`config.mk`:
```
export PLATFORM = sky130hd
export DESIGN_NAME = yuv_to_rgb_pipe
export DESIGN_NICKNAME = d
export VERILOG_FILES = /design/src/rtl/yuv_to_rgb_pipe.sv
export SDC_FILE = /design/constraint.sdc
export NUM_CORES = 2
export LEC_CHECK = 0
export ABC_CLOCK_PERIOD_IN_PS = 7300
export CORE_ASPECT_RATIO = 1.2
export CORE_UTILIZATION = 45
export CTS_BUF_LIST = sky130_fd_sc_hd__clkbuf_4
export DETAILED_ROUTE_END_ITERATION = 10
export GPL_ROUTABILITY_DRIVEN = 0
export GPL_TIMING_DRIVEN = 0
export PLACE_DENSITY_LB_ADDON = 0.15
export SYNTH_ARGS = -nofsm -noshare
export SYNTH_HDL_FRONTEND = slang
export SYNTH_SLANG_ARGS = --single-unit
```
`constraint.sdc`:
```
create_clock -name clk -period 7.3 [get_ports clk]
set_input_delay 0.73 -clock clk [delete_from_list [all_inputs] [get_ports clk]]
set_output_delay 0.73 -clock clk [all_outputs]
set_load 0.05 [all_outputs]
```
`src/rtl/yuv_to_rgb_pipe.sv`:
```
// Three-stage YUV->RGB converter with valid/ready backpressure.
// Coefficient banks switch only on an accepted SOF beat, so a frame never mixes banks.
module yuv_to_rgb_pipe #(
  parameter int IN_W      = 12,
  parameter int OUT_W     = 8,
  parameter int COEF_W    = 13,
  parameter int COEF_FRAC = 10,
  parameter int USER_W    = 4
) (
  input  logic                  clk,
  input  logic                  rst,
  input  logic                  in_valid,
  output logic                  in_ready,
  input  logic [IN_W-1:0]       y_in,
  input  logic [IN_W-1:0]       u_in,
  input  logic [IN_W-1:0]       v_in,
  input  logic                  in_sof,
  input  logic [USER_W-1:0]     in_user,
  input  logic [1:0]            mode_sel,
  input  logic                  cfg_we,
  input  logic [1:0]            cfg_addr,
  input  logic [COEF_W-1:0]     cfg_data,
  output logic                  out_valid,
  input  logic                  out_ready,
  output logic [3*OUT_W-1:0]    rgb_out,
  output logic                  out_sof,
  output logic [USER_W-1:0]     out_user,
  output logic [1:0]            active_mode
);

  localparam int SH   = COEF_FRAC + IN_W - OUT_W;
  localparam int PW   = IN_W + COEF_W + 1;
  localparam int SW   = PW + 2;
  localparam int RND  = 1 << (SH - 1);
  localparam int MAXV = (1 << OUT_W) - 1;

  typedef struct packed {
    logic [COEF_W-1:0] rv;
    logic [COEF_W-1:0] gu;
    logic [COEF_W-1:0] gv;
    logic [COEF_W-1:0] bu;
  } bank_t;

  localparam bank_t BANK_601 = '{rv: COEF_W'(1167), gu: COEF_W'(404),
                                 gv: COEF_W'(595),  bu: COEF_W'(2081)};
  localparam bank_t BANK_709 = '{rv: COEF_W'(1613), gu: COEF_W'(192),
                                 gv: COEF_W'(479),  bu: COEF_W'(1900)};

  // Handshake: a beat moves on a cycle where valid and ready are both high;
  // the only stall source is a held output beat, and it freezes every stage.
  logic stall, accept;
  assign stall    = out_valid_q & ~out_ready;
  assign in_ready = ~stall;
  assign accept   = in_valid & in_ready;

  logic        out_valid_q;
  bank_t       shadow_q, bank_q, new_bank, beat_bank;
  logic [1:0]  mode_q, new_mode;

  always_ff @(posedge clk) begin
    if (rst) begin
      shadow_q <= BANK_601;
    end else if (cfg_we) begin
      case (cfg_addr)
        2'd0:    shadow_q.rv <= cfg_data;
        2'd1:    shadow_q.gu <= cfg_data;
        2'd2:    shadow_q.gv <= cfg_data;
        default: shadow_q.bu <= cfg_data;
      endcase
    end
  end

  always_comb begin
    new_mode = (mode_sel == 2'd3) ? 2'd0 : mode_sel;
    new_bank = BANK_601;
    case (new_mode)
      2'd1:    new_bank = BANK_709;
      2'd2:    new_bank = shadow_q;
      default: new_bank = BANK_601;
    endcase
    // The SOF beat itself already uses the bank it is switching to.
    beat_bank = in_sof ? new_bank : bank_q;
  end

  always_ff @(posedge clk) begin
    if (rst) begin
      bank_q <= BANK_601;
      mode_q <= 2'd0;
    end else if (accept && in_sof) begin
      bank_q <= new_bank;
      mode_q <= new_mode;
    end
  end

  // Stage 1 operands
  logic signed [IN_W-1:0]   u_s, v_s;
  logic signed [PW-1:0]     y_d, vrv_d, ugu_d, vgv_d, ubu_d;
  assign u_s = u_in;
  assign v_s = v_in;

  always_comb begin
    y_d   = PW'(signed'({1'b0, y_in})) <<< COEF_FRAC;
    vrv_d = PW'(v_s) * PW'(signed'({1'b0, beat_bank.rv}));
    ugu_d = PW'(u_s) * PW'(signed'({1'b0, beat_bank.gu}));
    vgv_d = PW'(v_s) * PW'(signed'({1'b0, beat_bank.gv}));
    ubu_d = PW'(u_s) * PW'(signed'({1'b0, beat_bank.bu}));
  end

  function automatic logic [OUT_W-1:0] round_clamp(input logic signed [SW-1:0] s);
    logic signed [SW-1:0] t;
    t = (s + SW'(RND)) >>> SH;
    if (t[SW-1])             return '0;
    else if (t > SW'(MAXV))  return OUT_W'(MAXV);
    else                     return t[OUT_W-1:0];
  endfunction

  logic                     s1_valid_q, s2_valid_q;
  logic signed [PW-1:0]     s1_y_q, s1_vrv_q, s1_ugu_q, s1_vgv_q, s1_ubu_q;
  logic signed [SW-1:0]     s2_r_q, s2_g_q, s2_b_q, r_d, g_d, b_d;
  logic                     s1_sof_q, s2_sof_q, out_sof_q;
  logic [USER_W-1:0]        s1_user_q, s2_user_q, out_user_q;
  logic [3*OUT_W-1:0]       rgb_q, rgb_d;

  always_comb begin
    r_d   = SW'(s1_y_q) + SW'(s1_vrv_q);
    g_d   = SW'(s1_y_q) - SW'(s1_ugu_q) - SW'(s1_vgv_q);
    b_d   = SW'(s1_y_q) + SW'(s1_ubu_q);
    rgb_d = {round_clamp(s2_r_q), round_clamp(s2_g_q), round_clamp(s2_b_q)};
  end

  always_ff @(posedge clk) begin
    if (rst) begin
      s1_valid_q  <= 1'b0;
      s2_valid_q  <= 1'b0;
      out_valid_q <= 1'b0;
      s1_y_q      <= '0;
      s1_vrv_q    <= '0;
      s1_ugu_q    <= '0;
      s1_vgv_q    <= '0;
      s1_ubu_q    <= '0;
      s2_r_q      <= '0;
      s2_g_q      <= '0;
      s2_b_q      <= '0;
      rgb_q       <= '0;
      s1_sof_q    <= 1'b0;
      s2_sof_q    <= 1'b0;
      out_sof_q   <= 1'b0;
      s1_user_q   <= '0;
      s2_user_q   <= '0;
      out_user_q  <= '0;
    end else if (!stall) begin
      s1_valid_q  <= accept;
      s2_valid_q  <= s1_valid_q;
      out_valid_q <= s2_valid_q;
      if (accept) begin
        s1_y_q    <= y_d;
        s1_vrv_q  <= vrv_d;
        s1_ugu_q  <= ugu_d;
        s1_vgv_q  <= vgv_d;
        s1_ubu_q  <= ubu_d;
        s1_sof_q  <= in_sof;
        s1_user_q <= in_user;
      end
      if (s1_valid_q) begin
        s2_r_q    <= r_d;
        s2_g_q    <= g_d;
        s2_b_q    <= b_d;
        s2_sof_q  <= s1_sof_q;
        s2_user_q <= s1_user_q;
      end
      if (s2_valid_q) begin
        rgb_q      <= rgb_d;
        out_sof_q  <= s2_sof_q;
        out_user_q <= s2_user_q;
      end
    end
  end

  assign out_valid   = out_valid_q;
  assign rgb_out     = rgb_q;
  assign out_sof     = out_sof_q;
  assign out_user    = out_user_q;
  assign active_mode = mode_q;

endmodule

```
# Word-level counts from Yosys, hierarchy flattened
# Index checks and enable logic that the tools add are counted.
classes:
  reduce_logical: 10
  mux: 9
  order_cmp: 3
  n_eq_ne: 5
  addsub: 7
  bitwise: 5
  mul: 4
op_table:
  columns: ["cell", "count"]
  rows:
  - ["multiplier 12 x 14 -> 26 bit", 4]
  - ["case mux 52 bit (2 select lines)", 1]
  - ["adder 28 x 15 -> 28 bit (second input constant)", 3]
  - ["adder 23 x 26 -> 27 bit", 2]
  - ["two-way mux 52 bit", 1]
  - ["two-way mux 8 bit", 6]
  - ["> comparator 14 x 9 -> 1 bit (second input constant)", 3]
  - ["subtractor 27 x 26 -> 28 bit", 1]
  - ["subtractor 23 x 26 -> 27 bit", 1]
  - ["AND reduction 2 bit", 7]
  - ["equality test 2 bit (second input constant)", 3]
  - ["equality test 2 x 1 -> 1 bit (second input constant)", 2]
  - ["inverter 1 bit", 3]
  - ["OR reduction 3 bit", 1]
  - ["AND 1 bit", 2]
  - ["logical NOT 2 bit", 1]
  - ["two-way mux 2 bit", 1]
  - ["logical AND 1 bit", 1]
totals:
  out_inout_bits: 33
  word_cells: 70
  ff_bits: 348
  input_bits: 63

# Logic depth before layout (Yosys ltp)
depth:
  depth_word: 6
  depth_mapped: 28
  depth_no_buf: 26

# Worst setup path after synthesis
# No wires, ideal clock.
synth_path:
  path_kind: "input-to-reg"
  startpoint: "input port mode_sel[0]"
  endpoint: "register s1_ubu_q[25]"
  path_buffers: 4
  setup_slack_ns: 0.221
  arrival_time_ns: 6.983
  stages: 26
  t_required_ns: 7.205
  path_cell_list: "inv_1 > ha_1 > clkbuf_1 > clkbuf_1 > buf_1 > nand3_1 > o21ai_0 > clkbuf_1 > nand2_1 > fa_1 > fa_1 > fa_1 > inv_1 > fa_1 > inv_1 > fa_1 > inv_1 > ha_1 > and3_4 > a221oi_2 > o21ai_2 > o31ai_4 > o21ai_2 > a221o_1 > or4_1 > o311ai_1"
synth_between:
  elab_chain_len: 6
synth_lines:
  columns: ["element", "line_no", "text"]
  rows:
  - ["start: declaration", "19", "input logic [1:0] mode_sel,"]
  - ["equality test 2 bit", "74", "new_mode = (mode_sel == 2'd3) ? 2'd0 : mode_sel;"]
  - ["two-way mux 2 bit *", "74", null]
  - ["equality test 2 bit / equality test 2 x 1 -> 1 bit (equally long branches)", "76", "case (new_mode)"]
  - ["case mux 52 bit (2 select lines) *", "76", null]
  - ["two-way mux 52 bit *", "82", "beat_bank = in_sof ? new_bank : bank_q;"]
  - ["multiplier 12 x 14 -> 26 bit *", "106", "ubu_d = PW'(u_s) * PW'(signed'({1'b0, beat_bank.bu}));"]
  - ["end signal: assignment", "160", "s1_ubu_q <= ubu_d;"]
  - ["end: declaration", "118", "logic signed [PW-1:0] s1_y_q, s1_vrv_q, s1_ugu_q, s1_vgv_q, s1_ubu_q;"]
# Mark *: on every way between the ends. The rest lies on a longest branch, timed or not.
# A chain may end at the register's enable or synchronous reset.

# Worst setup path after layout
layout_path:
  startpoint: "input port mode_sel[1]"
  endpoint: "register s1_vgv_q[16]"
layout_between:
  elab_chain_len: 6
layout_lines:
  columns: ["element", "line_no", "text"]
  rows:
  - ["equality test 2 bit", "74", null]
  - ["two-way mux 2 bit *", "74", null]
  - ["equality test 2 bit / equality test 2 x 1 -> 1 bit (equally long branches)", "76", null]
  - ["case mux 52 bit (2 select lines) *", "76", null]
  - ["two-way mux 52 bit *", "82", null]
  - ["multiplier 12 x 14 -> 26 bit *", "105", "vgv_d = PW'(v_s) * PW'(signed'({1'b0, beat_bank.gv}));"]
  - ["end signal: assignment", "159", "s1_vgv_q <= vgv_d;"]
  - ["end: declaration", "118", null]
# Marked as above.

==> qor.csv <==
stage;metric;value;unit
synthesis;synthFlopType;dfxtp_1;
timing;final_hold_viol_count;0;
setup_path;critical_path_arrival;7.81;ns
setup_path;critPathRequiredTime;8.00;ns
global_routing;grt_max_degree;13;
setup_path;critPathBufInv;9;
finish;final_nets;5273;
finish;n_fill_cell;7515;
clocking;cts_sinks;287;
synthesis;synth.cell_area;34410;um^2
timing;fin_crit_sh;97.34;%
synthesis;async_reset_ff_share;0;%
finish;layout-drive-gt1-share;5.805;%
routing;via_per_inst;5.379;
routing;wl_per_cell;20.28;um
power_and_ir_drop;power;9679;uW
place;port_buffers;87;
power_and_ir_drop;ir_drop;0.1507;mV
routing;antenna_left;0;
setup_path;critPathKind;input port to flop;
global_routing;grt_pass1_vias;29402;
timing;whs;0.4253;ns
timing;relSlewSlack;21.11;%
die;pin_count;96;
flow_run;cap_viol_max_count;0;
place;post-place-ws;-2.120;ns
place;dp_hpwl;89.48;mm
clocking;cts_hold_buf;0;
routing;drcViolationCount;0;
die;start_util;45.71;%
setup_path;crit_path_start_kind;input port;
synthesis;synth_fp_nets;5109;
finish;mostFrequentLayoutCells;nand2_1, inv_1, fa_1, ha_1, a21oi_1;
routing;first_pass_iters;8;
clocking;root_buffer;clkbuf_4;
timing;final.min_clock_period;7.106;ns
clocking;htree_levels;3;
timing;maxSlewViolCount;0;
routing;vias;29251;
clocking;cts.reportedPaths.clkPinSlew;0.07;ns
timing;setup_ws;0.1939;ns
clocking;worstSkewPairLatency;0.90;ns
finish;final_common_cell;nand2_1;
synthesis;yosysWarnings;0;
hold_path;hold_class;input port to flop;
timing;tightest_slew;1.183;ns
timing;finClkSkew;0.1245;ns
synthesis;netlist_instances;4222;
setup_path;critPathTopFamily;adder cells;
setup_path;path_max_fanout;10;
global_routing;grt_overflow;0;
clocking;cts_buffers;74;
setup_path;crit_top_cell;fa_1;
power_and_ir_drop;pwr_density_cell;255.5;nW/um^2
synthesis;synth_cell_types;69;
die;fp-row-count;110;
place;placed_area;36540;um^2
synthesis;synth_edf_count;0;
status;status;finished, final reports clean;
clocking;cts.path.max_buffers;3;
finish;syn_to_final_growth;10.09;%
die;die_height;304.9;um
global_routing;antenna_found_initial;2;
power_and_ir_drop;power_leakage;0.01788;uW
synthesis;synth-seq-cells;287;
die;die_area;77580;um^2
setup_path;slowest_delay;0.56;ns
global_routing;grt_pass1_wl;169.4;mm
die;coreArea;75280;um^2
timing;setup-tns-final;0;ns
timing;max_clock_freq;140.7;MHz
global_routing;grt.total_usage;28.79;%
routing;drt_wl_total;110.3;mm
synthesis;syn_avg_cell_area;8.150;um^2
finish;stdcell_area;37880;um^2
setup_path;crit_slowest_cell;fa_1;
synthesis;yosysSeqAreaShare;16.70;%
clocking;cts_tree;done;
timing;setup_viol;0;
die;die_x;254.4;um
routing;drt_iter0_markers;1817;
setup_path;cp-end-kind;flop;
-- sequential cells by signal, indices dropped and copies added, names as in the netlist, 2 cells and up --
signal / cells
s1_vgv_q: 26
shadow_q: 52
s1_user_q: 4
active_mode: 2
s1_ugu_q: 26
s1_vrv_q: 16
bank_q: 52
s2_g_q: 15
rgb_out: 24
s2_b_q: 14
s2_user_q: 4
out_user: 4
s1_y_q: 12
s1_ubu_q: 16
s2_r_q: 14
-- cells by family (layout without fill, tap and decap cells) --
| group | count (synthesis) | count (layout) | synth area share [%] |
|---|---|---|---|
| adders and majority gates | 824 | 824 | 39.82 |
| other | 0 | 3 | 0 |
| AOI/OAI and AO/OA | 659 | 659 | 11.58 |
| xor gates and xnor gates | 104 | 104 | 2.647 |
| buffers and inverters | 929 | 1134 | 10.13 |
| muxes | 21 | 21 | 0.6581 |
| and+or+nand+nor | 1398 | 1398 | 18.46 |
| DFF | 287 | 287 | 16.70 |
-- through the flow --
| step | utilization, % | instances |
|---|---|---|
| floorplan | - | 4222 |
| global placement | 48.54 | 5317 |
| detailed placement | 48.54 | 5317 |
| CTS | 49.98 | 5435 |
| global route | 50.31 | 5437 |
| finish | 50.32 | 5438 |
-- layout make-up --
cell class              instances  area [um^2]  area share (%)
clock buffers                  98        735.7           1.942
inverters                     711         2669           7.045
well taps                    1008         1261           3.329
clock inverters                19        200.2          0.5285
diodes                          3        7.507         0.01982
flip-flops and latches        287         5746           15.17
plain buffers                 207        907.1           2.395
multi-input cells            3006        25390           67.04
repair buffers                 99        960.9           2.537
-- synthesized netlist by cell type (all sizes together) (8+ instances only) --
master / n / area [um^2]
a211oi: 23 / 172.7
a21o: 53 / 397.9
a21oi: 315 / 1577
a31oi: 20 / 125.1
and2: 195 / 1220
and3: 27 / 175.2
buf: 21 / 78.83
clkbuf: 197 / 739.5
dfxtp: 287 / 5746
fa: 452 / 9049
ha: 372 / 4654
inv: 709 / 2661
mux2: 13 / 146.4
mux2i: 8 / 80.08
nand2: 792 / 2973
nand2b: 11 / 68.82
nand3: 104 / 520.5
nand4: 19 / 118.9
nor2: 130 / 488.0
nor2b: 18 / 112.6
nor3: 23 / 115.1
o211ai: 22 / 165.2
o21a: 16 / 120.1
o21ai: 112 / 568.1
o21bai: 10 / 75.07
o2bb2ai: 8 / 70.07
o311ai: 10 / 87.59
or2: 25 / 156.4
or3: 9 / 56.30
or4: 14 / 105.1
xnor2: 50 / 437.9
xor2: 54 / 473.0
-- routing by layer --
layer / share of wire (%) / wire length (um) / GRT usage, %
met3: 5.0 / 5540 / 3.322
met2: 50 / 54990 / 50.17
met4: 4.6 / 5109 / 12.52
met1: 40 / 44620 / 35.48
met5: 0 / 0 / 0
-- repair_timing --
item                       in CTS  in global routing
pin swaps                       1                  3
setup endpoints to repair      50                 35
resized for setup              61                121
setup buffers                   6                  6
-- worst min-delay path: cells and delay by family --
family | cells | cell delay [ns]
simple gates | 1 | 0.06
buf+inv | 1 | 0.40
compound gates | 1 | 0.05
-- worst paths after layout --
path | from | endpoint | slack, ns | cells after the start
min reg2reg | bank_q[20] | bank_q[20] | 0.45 | 2
max reg2reg | bank_q[12] | s1_ubu_q[25] | 0.91 | 21
max | mode_sel[1] | s1_vgv_q[16] | 0.19 | 27
min | y_in[3] | s1_y_q[13] | 0.43 | 3
-- report_power, final --
| group | leakage, uW | switching [uW] | total [uW] | internal (uW) |
|---|---|---|---|---|
| Combinational | 0.0150 | 3760 | 6230 | 2470 |
| Clock | 0.000547 | 723 | 1490 | 765 |
| Sequential | 0.00235 | 192 | 1960 | 1770 |
| Total | 0.0179 | 4670 | 9680 | 5010 |
Note: power is estimated with default switching activity, not from simulation.
